### src/rtl/mda_motor_ramp_pkg.sv
// Shared types, widths and arithmetic helpers for the motor ramp block.
package mda_motor_ramp_pkg;

  localparam int SPEED_W  = 16;
  localparam int PERIOD_W = 16;

  typedef enum logic [1:0] {
    MDA_RAMP_OFF  = 2'd0,
    MDA_RAMP_RAMP = 2'd1,
    MDA_RAMP_HOLD = 2'd2,
    MDA_RAMP_STOP = 2'd3
  } ramp_state_e;

  // Clamp a signed command into [-period/2, +period/2]; compares are done in 17 bits
  // so that a full-range command never wraps against the half-period bound.
  function automatic logic signed [SPEED_W-1:0] clamp_speed(
    input logic signed [SPEED_W-1:0] cmd,
    input logic [PERIOD_W-1:0]       per
  );
    logic signed [SPEED_W:0] half_s;
    logic signed [SPEED_W:0] neg_half_s;
    logic signed [SPEED_W:0] cmd_s;
    logic signed [SPEED_W:0] res_s;
    half_s     = $signed({2'b00, per[PERIOD_W-1:1]});
    neg_half_s = -half_s;
    cmd_s      = {cmd[SPEED_W-1], cmd};
    if (cmd_s > half_s) begin
      res_s = half_s;
    end else if (cmd_s < neg_half_s) begin
      res_s = neg_half_s;
    end else begin
      res_s = cmd_s;
    end
    return res_s[SPEED_W-1:0];
  endfunction

  // One slew step of cur toward tgt, limited to step counts (0 means jump straight there).
  // When the limit applies the result lies strictly between cur and tgt, so the 16-bit
  // modular add/subtract below cannot overflow.
  function automatic logic signed [SPEED_W-1:0] slew_step(
    input logic signed [SPEED_W-1:0] cur,
    input logic signed [SPEED_W-1:0] tgt,
    input logic [SPEED_W-1:0]        step
  );
    logic [SPEED_W:0]   diff_u;
    logic [SPEED_W:0]   mag;
    logic [SPEED_W-1:0] res;
    diff_u = {tgt[SPEED_W-1], tgt} - {cur[SPEED_W-1], cur};
    mag    = diff_u[SPEED_W] ? ((SPEED_W+1)'(0) - diff_u) : diff_u;
    if ((step == '0) || (mag <= {1'b0, step})) begin
      res = tgt;
    end else if (diff_u[SPEED_W]) begin
      res = cur - step;
    end else begin
      res = cur + step;
    end
    return $signed(res);
  endfunction

endpackage

### src/rtl/mda_motor_ramp_tick.sv
// Ramp-tick prescaler: free-running 0..TICK_DIV-1 counter, one-cycle tick at wrap.
module mda_motor_ramp_tick #(
  parameter int TICK_DIV = 1000
) (
  input  logic clk,
  input  logic reset,
  output logic tick
);

  localparam int CW = (TICK_DIV > 1) ? $clog2(TICK_DIV) : 1;
  localparam logic [CW-1:0] LAST = CW'(TICK_DIV - 1);

  logic [CW-1:0] cnt_q;
  logic [CW-1:0] cnt_d;

  // Wrap detection and next count.
  always_comb begin
    tick  = (cnt_q == LAST);
    cnt_d = tick ? '0 : cnt_q + 1'b1;
  end

  // Counter register.
  always_ff @(posedge clk) begin
    if (reset) begin
      cnt_q <= '0;
    end else begin
      cnt_q <= cnt_d;
    end
  end

endmodule

### src/rtl/mda_motor_ramp.sv
// Slew-rate limiter and command sequencer feeding mda_motor_control (locked anti-phase:
// duty = period/2 is stop). Optional host-loss watchdog: MDA_MOTOR_RAMP_WATCHDOG_EN.
module mda_motor_ramp
  import mda_motor_ramp_pkg::*;
#(
  parameter int TICK_DIV  = 1000,
  parameter int WDT_TICKS = 500
) (
  input  logic                clk,
  input  logic                reset,
  input  logic                cmd_valid,
  input  logic                cmd_enable,
  input  logic [SPEED_W-1:0]  cmd_speed,
  input  logic [PERIOD_W-1:0] cfg_period,
  input  logic [SPEED_W-1:0]  cfg_step,
  output logic                on,
  output logic [PERIOD_W-1:0] period,
  output logic [PERIOD_W-1:0] duty_cycle,
  output logic [SPEED_W-1:0]  cur_speed,
  output logic                busy,
  output logic                wdt_fault
);

  ramp_state_e               state_q, state_d;
  logic signed [SPEED_W-1:0] cur_q, cur_d;
  logic signed [SPEED_W-1:0] tgt_q, tgt_d;
  logic [PERIOD_W-1:0]       per_q, per_d;
  logic signed [SPEED_W-1:0] cmd_tgt;
  logic signed [SPEED_W-1:0] slewed;
  logic                      tick;
  logic                      wdt_expire;

  logic                      on_q, on_d;
  logic                      busy_q, busy_d;
  logic [PERIOD_W-1:0]       period_q, period_d;
  logic [PERIOD_W-1:0]       duty_q, duty_d;
  logic [SPEED_W-1:0]        spd_q, spd_d;

  mda_motor_ramp_tick #(.TICK_DIV(TICK_DIV)) u_tick (
    .clk   (clk),
    .reset (reset),
    .tick  (tick)
  );

  // Next-state, target and ramped-speed logic. A command arriving on a tick cycle only
  // changes the target register, so that tick still slews toward the old target.
  always_comb begin
    state_d = state_q;
    cur_d   = cur_q;
    tgt_d   = tgt_q;
    per_d   = per_q;
    // In OFF the period is being resampled this very cycle, so clamp against the new one.
    cmd_tgt = clamp_speed($signed(cmd_speed), (state_q == MDA_RAMP_OFF) ? cfg_period : per_q);
    slewed  = slew_step(cur_q, tgt_q, cfg_step);
    case (state_q)
      MDA_RAMP_OFF: begin
        per_d = cfg_period;
        cur_d = '0;
        if (cmd_valid && cmd_enable) begin
          tgt_d   = cmd_tgt;
          state_d = MDA_RAMP_RAMP;
        end
      end
      MDA_RAMP_RAMP: begin
        if (tick) cur_d = slewed;
        if (cmd_valid && cmd_enable) begin
          tgt_d = cmd_tgt;
        end else if (cmd_valid || wdt_expire) begin
          tgt_d   = '0;
          state_d = MDA_RAMP_STOP;
        end else if (cur_q == tgt_q) begin
          state_d = MDA_RAMP_HOLD;
        end
      end
      MDA_RAMP_HOLD: begin
        if (cmd_valid && cmd_enable) begin
          tgt_d = cmd_tgt;
          if (cmd_tgt != cur_q) state_d = MDA_RAMP_RAMP;
        end else if (cmd_valid || wdt_expire) begin
          tgt_d   = '0;
          state_d = MDA_RAMP_STOP;
        end
      end
      MDA_RAMP_STOP: begin
        if (tick) cur_d = slewed;
        if (cmd_valid && cmd_enable) begin
          tgt_d   = cmd_tgt;
          state_d = MDA_RAMP_RAMP;
        end else if (cur_q == '0) begin
          state_d = MDA_RAMP_OFF;
        end
      end
      default: begin
        state_d = MDA_RAMP_OFF;
        cur_d   = '0;
        tgt_d   = '0;
      end
    endcase
  end

  // Output values, registered one cycle behind the state/speed registers.
  always_comb begin
    on_d     = (state_q != MDA_RAMP_OFF);
    busy_d   = (cur_q != tgt_q);
    period_d = per_q;
    duty_d   = {1'b0, per_q[PERIOD_W-1:1]} + cur_q;
    spd_d    = cur_q;
  end

  // State, speed and output registers; reset drops straight to off (no controlled stop).
  always_ff @(posedge clk) begin
    if (reset) begin
      state_q  <= MDA_RAMP_OFF;
      cur_q    <= '0;
      tgt_q    <= '0;
      per_q    <= '0;
      on_q     <= 1'b0;
      busy_q   <= 1'b0;
      period_q <= '0;
      duty_q   <= '0;
      spd_q    <= '0;
    end else begin
      state_q  <= state_d;
      cur_q    <= cur_d;
      tgt_q    <= tgt_d;
      per_q    <= per_d;
      on_q     <= on_d;
      busy_q   <= busy_d;
      period_q <= period_d;
      duty_q   <= duty_d;
      spd_q    <= spd_d;
    end
  end

  assign on         = on_q;
  assign busy       = busy_q;
  assign period     = period_q;
  assign duty_cycle = duty_q;
  assign cur_speed  = spd_q;

`ifdef MDA_MOTOR_RAMP_WATCHDOG_EN
  localparam int WW = $clog2(WDT_TICKS + 1);
  localparam logic [WW-1:0] WDT_LIM = WW'(WDT_TICKS);

  logic [WW-1:0] wdt_cnt_q, wdt_cnt_d;
  logic          wdt_fault_q, wdt_fault_d;

  // Saturating count of ticks since the last command; a fault latches until an enabled command.
  always_comb begin
    wdt_cnt_d   = wdt_cnt_q;
    wdt_fault_d = wdt_fault_q;
    if (cmd_valid || (state_q == MDA_RAMP_OFF)) begin
      wdt_cnt_d = '0;
    end else if (tick && (wdt_cnt_q != WDT_LIM)) begin
      wdt_cnt_d = wdt_cnt_q + 1'b1;
    end
    if (cmd_valid && cmd_enable) begin
      wdt_fault_d = 1'b0;
    end else if (wdt_expire) begin
      wdt_fault_d = 1'b1;
    end
  end

  assign wdt_expire = !cmd_valid && (wdt_cnt_q == WDT_LIM) &&
                      ((state_q == MDA_RAMP_RAMP) || (state_q == MDA_RAMP_HOLD));

  // Watchdog registers.
  always_ff @(posedge clk) begin
    if (reset) begin
      wdt_cnt_q   <= '0;
      wdt_fault_q <= 1'b0;
    end else begin
      wdt_cnt_q   <= wdt_cnt_d;
      wdt_fault_q <= wdt_fault_d;
    end
  end

  assign wdt_fault = wdt_fault_q;
`else
  // Without the watchdog a lost host simply leaves the motor at its last speed.
  logic [31:0] unused_wdt_ticks;
  assign unused_wdt_ticks = WDT_TICKS;
  assign wdt_expire       = 1'b0;
  assign wdt_fault        = 1'b0;
`endif

endmodule

### config.mk
export PLATFORM = sky130hd
export DESIGN_NAME = mda_motor_ramp
export DESIGN_NICKNAME = d
export VERILOG_FILES = /design/src/rtl/mda_motor_ramp_pkg.sv /design/src/rtl/mda_motor_ramp_tick.sv /design/src/rtl/mda_motor_ramp.sv
export SDC_FILE = /design/constraint.sdc
export NUM_CORES = 1
export LEC_CHECK = 0
export BUFFER_PORTS_ARGS = -buffer_cell sky130_fd_sc_hd__buf_2
export CAP_MARGIN = 20
export CORE_MARGIN = 2
export CORE_UTILIZATION = 30
export CTS_CLUSTER_SIZE = 25
export DETAILED_ROUTE_END_ITERATION = 12
export GPL_ROUTABILITY_DRIVEN = 0
export PLACE_DENSITY_LB_ADDON = 0.15
export SYNTH_ARGS = -nofsm -noshare
export SYNTH_HDL_FRONTEND = slang
export SYNTH_SLANG_ARGS = --single-unit
### constraint.sdc
create_clock -name clk -period 15.5 [get_ports clk]
set_input_delay 3.1 -clock clk [delete_from_list [all_inputs] [get_ports clk]]
set_output_delay 3.1 -clock clk [all_outputs]
set_load 0.05 [all_outputs]
==> summary.txt, run 1 <==
Worst setup path
  • Kind of critical path: input pin to flip-flop
  • CP Capture Type: flip-flop
  • Worst-path fanout max: 19
  • WP data required: 15.76 ns
  • Worst reg2reg path endpoint: state_q[1]
  • Critical Path AT: 8.32 ns
  • RR Startpoint: state_q[0]
  • CP Launch Type: input pin
  • Reg2Reg Depth: 21
  • FF-to-FF setup slack: 8.69 ns

Timing
  • Final setup viols: 0
  • Slew @ Worst Pin: approximately 1.1 ns
  • Fin Setup TNS: 0 ns
  • Max-slew headroom at the worst pin: 0.295
  • Final setup skew: 0.0183 ns
  • Fmax: ~0.12 GHz
  • Fin crit period: about 8.1 ns
  • Pins over their slew limit: 0
  • Hold Vio Cnt, Final: 0
  • RSZ-0062 raised after global routing: no
  • Fin crit share: 0.520

Hold path
  • Hold Path Depth: 1
  • Type of the most critical hold path: flip-flop to flip-flop
  • Hold Startpoint: u_tick.cnt_q[0]
  • Hold worst-path end: u_tick.cnt_q[0]

Synth
  • Post-Syn Instances: about 1100
  • Post-synthesis sequential area ratio: 0.252
  • Post-synthesis mux area share: 0.0662
  • Synth Cell Area: between 0.008 and 0.009 mm^2
  • Adder-cell share of the synthesized area: 0.151
  • Dominant cells by area after synthesis: dfxtp_1 (25%), ha_1 (14%), xnor2_1 (8.1%)
  • Top_reg_cell synth: dfxtp_1
  • Syn_nets: 1216
  • Xor and xnor area share after synthesis: 0.0980
  • Post-synth top area cell: dfxtp_1
  • Synth cell types: 83
  • Async set or reset register ratio after synthesis: 0
  • Yosys reg bits: 110
  • Share of the synthesized area in the top cell type: 0.252
  • Compound-Gate Fraction of Synth Area: 0.180
  • Largest family of logic cells by synthesized area: simple AND/OR/NAND/NOR gates
  • Synth Warn #: 0
  • Simple-gate share of the synthesized area: 0.207
  • EDFF count, synth: 0
  • Avg Cell Area, Syn: 8.26 um^2

CTS
  • Clock Latency Late Sink: between 0.3 and 0.4 ns
  • Clk buf depth: 2
  • CTS Root Cell: clkbuf_16
  • CTS tree: done
  • Num CTS Buffers: 9
  • Clock transition at the registers of the reported paths: 0.08 ns
  • Post_cts resized: 0
  • CTS Hold Buffers Added: 0
  • # Post-CTS Setup Buffers: 0
  • Sink Count: 110
  • CTS H-tree depth: 3

GRT
  • Via count of the first global-routing pass: 7672
  • Initial antenna violation count: 0
  • Largest net degree at the start of global routing: 89
  • Global-route wire length before repair: 43.8 mm
  • GRT Overall Usage: 0.184
  • Overflow after GRT: 0

Finish
  • Fillers: between 3000 and 4000
  • Most common cell after layout, fill and taps aside: nor2_1
  • Final Core Density: 0.347
  • Nets: 1305
  • ANT cells: 0
  • P&R area growth vs syn: 13.9%
  • Ratio of cells with drive above 1 in the final layout: 0.140
  • Commonest non-fill, non-tap cells in the layout: nor2_1 (111), dfxtp_1 (110), buf_2 (101)

Route
  • Detailed Route Iter0 Violations: 494
  • Vias after detailed routing: 7917
  • Antenna viol nets, final: 0
  • Vias per inst: 5.15
  • DR WL/cell: 18.4 um
  • WL final: 28.2 mm
  • Drt pass-1 iters: 5
  • Drc violations: 0

Die
  • Cell Rows: 62
  • Ports: 103
  • Die area: 0.0306 mm^2
  • Initial core utilization: 0.305
  • Die height: 175 um
  • Core Box Area: 0.0287 mm^2
  • Die width: 175 um

Placement
  • Post-DP HPWL: between 20 and 25 mm
  • Port bufs: 101

Outcome
  • Status: completed

Job
  • Max-Cap Viols: 0
## cell usage after synthesis (3+ instances only)
library cell,instances
a211oi_1,9
a21boi_0,4
a21o_1,21
a21oi_1,58
a22oi_1,11
a311oi_1,3
a31oi_1,7
and2_1,5
and3_1,10
and4_1,3
buf_1,4
clkbuf_1,22
dfxtp_1,110
fa_1,3
ha_1,101
inv_1,66
mux2_2,6
mux2i_1,31
mux2i_2,4
mux2i_4,6
nand2_1,69
nand3_1,27
nand3b_1,3
nand4_1,14
nor2_1,111
nor2b_1,29
nor3_1,31
nor3b_1,5
nor4_1,16
o211ai_1,8
o21a_1,7
o21ai_0,41
o21ai_1,18
o21bai_1,5
o221ai_1,3
o22ai_1,10
o31ai_1,6
o41ai_1,4
or2_2,5
or3_1,12
xnor2_1,81
xor2_1,17
## cell type report
class | instances | area, um^2 | share of cell area
well taps | 384 | 480 | 0.0482
clock buffers | 10 | 229 | 0.0230
repair buffers | 110 | 581 | 0.0582
inverters | 67 | 251 | 0.0252
clock inverters | 6 | 77.6 | 0.00778
flip-flops and latches | 110 | 2200 | 0.221
multi-input cells | 851 | 6150 | 0.617
## registers in the layout, summed over array words and instances, names as in the netlist, 2 cells and up
signal and count:
cur_q 16, period 16, tgt_q 16, state_q 2
per_q 16, duty_cycle 16, cur_speed 16, u_tick.cnt_q 10
## through the flow
step	setup slack, ns	instances	instance area [um^2]	hold WS (ns)
final	7.44	1538	9970	0.467
after floorplan	8.01	1060	8750	0.430
after detailed placement	7.21	1521	9650	0.455
after CTS	7.59	1537	9960	0.469
after global routing	7.03	1538	9970	0.487
after global placement	7.23	1521	9650	0.453
## worst max path at each step
stage,startpoint,to,depth (start not counted)
2_1_floorplan,cfg_period[1],state_q[1],21
3_3_place_gp,cfg_period[1],state_q[1],20
3_5_place_dp,cfg_period[1],state_q[1],20
4_1_cts,cfg_period[1],state_q[1],20
5_1_grt,cfg_period[1],state_q[1],20
6_report,cfg_period[1],state_q[1],20
## kinds of logic after synthesis
family	after synthesis
AND/OR/NAND/NOR	359
flip-flops	110
other	1
multiplexers	48
buffers and inverters	99
XOR/XNOR	98
AO/OA/AOI/OAI	241
adder cells (fa/ha/maj)	104
## metal layers
metal | track usage | vias up | part of all wire
met2 | 0.303 | 221 | 0.45
met4 | 0.0444 | 0 | 0.016
li1 | - | 3980 | -
met5 | 0 | - | 0
met3 | 0.0272 | 39 | 0.047
met1 | 0.254 | 3677 | 0.48
## critical path, cell delays in order
cell,delay (ns)
buf_2,0.11
mux2i_4,0.27
ha_1,0.36
o211ai_1,0.23
nor3_1,0.26
nand3_1,0.12
xnor2_1,0.24
inv_1,0.07
ha_1,0.29
and4_1,0.25
nand2_1,0.07
o21ai_1,0.23
mux2_2,0.45
nor2_2,0.66
mux2i_1,0.21
mux2_2,0.33
a2111oi_0,0.42
nand2_1,0.13
o31a_1,0.25
o221a_1,0.23
Power of run 1 is left out: the tool's default activity adds up to more than one toggle a clock period on the data nets, which glitch-free logic cannot reach.
==> run 2, diff against run 1 <==
- clock period: 15.5 -> 7.35 ns (I/O delays scaled with it)
==> run 2 against run 1 <==
Net effect:
- sequential cell count unchanged
- clock skew down 0.0067 ns
- core utilization up 0.10 points
- non-clock buffer count up 7
- register-to-register slack worse by 7.9 ns
- wire length up 0.81%
- sequential share of layout area down 0.066 points
- critical path type is now flip-flop to flip-flop
- highest routed layer unchanged
==> summary.txt, run 2 (synthesis gave the netlist of run 1 again) <==
Timing
  • RSZ-0062 raised after global routing: no
  • Pins over their slew limit: 0
  • Final worst setup slack: 0.831 ns
  • Final setup skew: 0.0116 ns
  • Final setup viols: 0
  • Hold Vio Cnt, Final: 0
  • Fin Setup TNS: 0 ns
  • Final hold slack: roughly 0.47 ns
  • Fin crit period: around 6.5 ns
  • Fmax: 0.153 GHz
  • Max-slew headroom at the worst pin: 0.298
  • Fin crit share: 0.887
  • Slew @ Worst Pin: 1.05 ns

Outcome
  • Status: completed

GRT
  • Largest net degree at the start of global routing: approximately 90
  • GRT Overall Usage: 0.189
  • Overflow after GRT: 0
  • Via count of the first global-routing pass: 7869
  • Global-route wire length before repair: 44.8 mm
  • Initial antenna violation count: 0

Worst setup path
  • CP Cell Sequence: inv_1 > ha_2 > mux2i_4 > ha_1 > o211ai_1 > nor3_1 > nand3_1 > xnor2_1 > inv_1 > ha_1 > and4_1 > nand2_1 > o21ai_1 > mux2_2 > nor2_2 > mux2i_1 > mux2_2 > a2111oi_0 > nand3_1 > nand4bb_1 > o311a_1
  • Slowest stage delay, CP: 0.71 ns
  • CP Launch Type: flip-flop
  • WP data required: around 7.6 ns
  • CP max stage cell: ha_2
  • Kind of critical path: flip-flop to flip-flop
  • FF-to-FF setup slack: 0.83 ns
  • Critical Path AT: roughly 6.8 ns
  • Worst-path fanout max: 17
  • CP Capture Type: flip-flop

Finish
  • Ratio of cells with drive above 1 in the final layout: 0.146
  • Final Core Density: 0.348
  • Layout Cells excl Fill: 1545
  • Nets: 1312
  • Commonest non-fill, non-tap cells in the layout: nor2_1 (111), dfxtp_1 (110), buf_2 (101)
  • ANT cells: 0
  • P&R area growth vs syn: 14.2%
  • Most common cell after layout, fill and taps aside: nor2_1

CTS
  • Clock Latency Late Sink: 0.36 ns
  • # Post-CTS Setup Buffers: 0
  • Sink Count: 110
  • Clock transition at the registers of the reported paths: 0.08 ns
  • Post_cts resized: 0
  • CTS tree: done
  • Clk buf depth: 2
  • CTS Hold Buffers Added: 0
  • CTS Root Cell: clkbuf_16
  • Num CTS Buffers: 9
  • CTS H-tree depth: 3

Route
  • Detailed Route Iter0 Violations: 549
  • Vias after detailed routing: 7893
  • Drc violations: 0
  • DR WL/cell: about 18 um
  • Vias per inst: 5.11
  • Antenna viol nets, final: 0
  • WL final: between 20 and 30 mm
  • Drt pass-1 iters: 5

Die
  • Initial core utilization: 0.305
  • Die width: 175 um
  • Die height: 175 um
  • Core Box Area: roughly 0.029 mm^2
  • Cell Rows: 62
  • Die area: just over 0.03 mm^2
  • Ports: 103

Power
  • PwrDens: 594 mW/mm^2
  • Sw Ratio: 0.509
  • Comb pwr share: 0.778
  • Internal power: 2920 uW
  • Sequential share of power: 0.139
  • Leakage power: roughly 0.0044 uW
  • Clock power frac: 0.083
  • Peak VDD IR: 0.417 mV
  • Switching power: ~3000 uW

Placement
  • Post-DP HPWL: 22.8 mm
  • Port bufs: 101
  • DP Cell Count: 1528
  • Dpl ws: slightly below 0.8 ns

Job
  • Max-Cap Viols: 0

Hold path
  • Type of the most critical hold path: flip-flop to flip-flop
## run 2: changes by cell type in the layout (fill, tap and decap cells not counted)
| cell | change |
|---|---|
| buf_4 | +7 |
| bufinv_16 | -1 |
| clkinvlp_4 | +1 |
## run 2: critical path, delay by kind of cell (launching register included)
kind	cells	cell delay [ns]
and+or+nand+nor	7	1.56
buffers and inverters	2	0.23
muxes	4	1.43
xor gates and xnor gates	1	0.25
DFF	1	0.36
AOI/OAI and AO/OA	4	1.19
adders and majority gates	3	1.37
## run 2: stage by stage
stage	total power (uW)	area, um^2
after CTS	5900	9990
after global placement	5350	9700
final	5940	10000
after global routing	6500	10000
after detailed placement	5360	9700
after floorplan	4310	8750
## run 2: power by group through the flow
stage	Clock (uW)	Sequential [uW]	Combinational, uW
after floorplan	0	926	3390
after global placement	0	841	4510
after detailed placement	0	841	4520
after CTS	514	827	4560
after global routing	530	840	5130
final	492	826	4620
## run 2: cell type report
cell class,count,area (um^2)
Clock inverter,6,55.1
Sequential cell,110,2200
Clock buffer,10,229
Fill cell,3100,18700
Multi-Input combinational cell,851,6150
Inverter,67,251
Tap cell,384,480
Timing Repair Buffer,117,633
## run 2: layer usage
metal / global-route usage / part of all wire / vias to the layer above
li1: - / - / 4001
met1: 0.258 / 0.48 / 3636
met2: 0.304 / 0.45 / 211
met3: 0.0300 / 0.046 / 45
met4: 0.0597 / 0.026 / 0
met5: 0 / 0 / -
## run 2: worst paths after layout
path,from,cells past startpoint,to
worst max-delay path,state_q[0],21,state_q[0]
worst min-delay path,per_q[0],1,period[0]
worst max register to register,state_q[0],21,state_q[0]
worst min register to register,per_q[0],1,period[0]
(Power assumes the default switching activity.)
==> run 3, diff against run 2 <==
- CORE_UTILIZATION: 30 -> 35
==> run 3 against run 2 <==
Net effect:
- via count is 0.25% higher
- final area is 1.1% lower
- sequential cell count stayed put
- register-to-register slack better by 0.07 ns
- core utilization is 5.6 points higher
- clock-buffer cell count stayed put
- hold slack hardly changed
- first-iteration DRC count is 2.4% lower
- maximum frequency is 1.1% higher
- sequential share of layout area is 0.25 points higher
- critical path type unchanged
- highest routed layer unchanged
==> summary.txt, run 3 (synthesis gave the netlist of run 1 again) <==
CTS
  • Clock transition at the registers of the reported paths: 0.08 ns
  • Clock Latency Late Sink: ~0.36 ns
  • Num CTS Buffers: 9
  • CTS H-tree depth: 3
  • Sink Count: 110
  • CTS Hold Buffers Added: 0
  • CTS tree: done
  • # Post-CTS Setup Buffers: 0
  • CTS Root Cell: clkbuf_16
  • Post_cts resized: 0
  • Clk buf depth: 2

Route
  • Vias per inst: between 5 and 6
  • Antenna viol nets, final: 0
  • Drt pass-1 iters: 5
  • Drc violations: 0
  • Vias after detailed routing: ~7900
  • WL final: 27.2 mm
  • Detailed Route Iter0 Violations: 536
  • DR WL/cell: 18.3 um

Finish
  • ANT cells: 0
  • P&R area growth vs syn: 13.0%
  • Commonest non-fill, non-tap cells in the layout: nor2_1 (111), dfxtp_1 (110), buf_2 (101)
  • Ratio of cells with drive above 1 in the final layout: 0.143
  • Most common cell after layout, fill and taps aside: nor2_1
  • Nets: 1309
  • Fillers: 2526

Worst setup path
  • Worst reg2reg path endpoint: state_q[0]
  • WP data required: ~7.6 ns
  • Reg2Reg Depth: 21
  • Kind of critical path: flip-flop to flip-flop
  • CP Launch Type: flip-flop
  • FF-to-FF setup slack: between 0.9 and 1 ns
  • CP Capture Point: state_q[0]
  • CP Capture Type: flip-flop
  • Setup crit start: state_q[0]
  • RR Startpoint: state_q[0]
  • Critical Path AT: 6.70 ns
  • Worst-path fanout max: 15

Placement
  • Post-DP HPWL: 21.7 mm
  • Port bufs: roughly 100

Die
  • Initial core utilization: 0.358
  • Ports: just over 100
  • Core Box Area: ~0.024 mm^2
  • Die height: 162 um
  • Cell Rows: 57
  • Die area: ~0.026 mm^2
  • Die width: 162 um

GRT
  • Via count of the first global-routing pass: ~7700
  • GRT Overall Usage: 0.208
  • Initial antenna violation count: 0
  • Overflow after GRT: 0
  • Largest net degree at the start of global routing: 61
  • Global-route wire length before repair: 42.4 mm

Hold path
  • Hold Path Depth: 1
  • Hold Startpoint: per_q[0]
  • Type of the most critical hold path: flip-flop to flip-flop

Timing
  • Fmax: 0.155 GHz
  • Pins over their slew limit: 0
  • Max-slew headroom at the worst pin: 0.300
  • Fin crit share: 0.877
  • Final setup viols: 0
  • Fin crit period: 6.45 ns
  • Slew @ Worst Pin: 1.05 ns
  • Final setup skew: 0.00730 ns
  • Fin Setup TNS: 0 ns
  • RSZ-0062 raised after global routing: no
  • Hold Vio Cnt, Final: 0

Outcome
  • Status: completed

Job
  • Max-Cap Viols: 0
==> run 3: worst max-delay path, stage by stage (launching register included) <==
cell       delay (ns)
dfxtp_1          0.36
inv_1            0.16
ha_2             0.63
mux2i_4          0.45
ha_1             0.38
o211ai_1         0.25
nor3_1           0.24
nand3_1          0.12
xnor2_1          0.26
inv_1            0.07
ha_1             0.29
and4_1           0.25
nand2_1          0.07
o21ai_1          0.25
mux2_2           0.45
nor2_2           0.49
mux2i_1          0.20
mux2_2           0.32
a2111oi_0        0.47
nand3_1          0.12
nand4bb_1        0.21
o311a_1          0.29
==> run 3: final cells by class <==
| cell class | instances | area, um^2 | area share |
|---|---|---|---|
| repair buffers | 114 | 607 | 0.0613 |
| clock inverters | 6 | 46.3 | 0.00468 |
| clock buffers | 10 | 229 | 0.0231 |
| inverters | 67 | 251 | 0.0254 |
| flip-flops and latches | 110 | 2200 | 0.223 |
| multi-input cells | 851 | 6150 | 0.622 |
| well taps | 324 | 405 | 0.0410 |
==> run 3: worst min path at each step <==
stage | slack [ns] | endpoint
2_1_floorplan | 0.43 | u_tick.cnt_q[0]
3_3_place_gp | 0.45 | u_tick.cnt_q[0]
3_5_place_dp | 0.46 | u_tick.cnt_q[0]
4_1_cts | 0.47 | period[0]
5_1_grt | 0.49 | period[0]
6_report | 0.47 | period[0]
==> run 3: routing by layer <==
layer  up-vias  share of wire  GRT usage
met2       235           0.45      0.336
met3        36          0.061     0.0378
met5         -              0          0
li1       3983              -          -
met1      3659           0.47      0.282
met4         0          0.019     0.0611
==> run 3: through the flow <==
step	util	hold slack, ns	worst slack [ns]	std cells	instance area (um^2)
after floorplan	-	0.430	1.49	1060	8750
after global placement	0.393	0.450	0.855	1465	9610
after detailed placement	0.393	0.456	0.808	1465	9610
after CTS	0.404	0.469	1.03	1481	9880
after global routing	0.404	0.486	0.559	1482	9890
final	0.404	0.467	0.903	1482	9890
Power of run 3 is left out for the same reason.
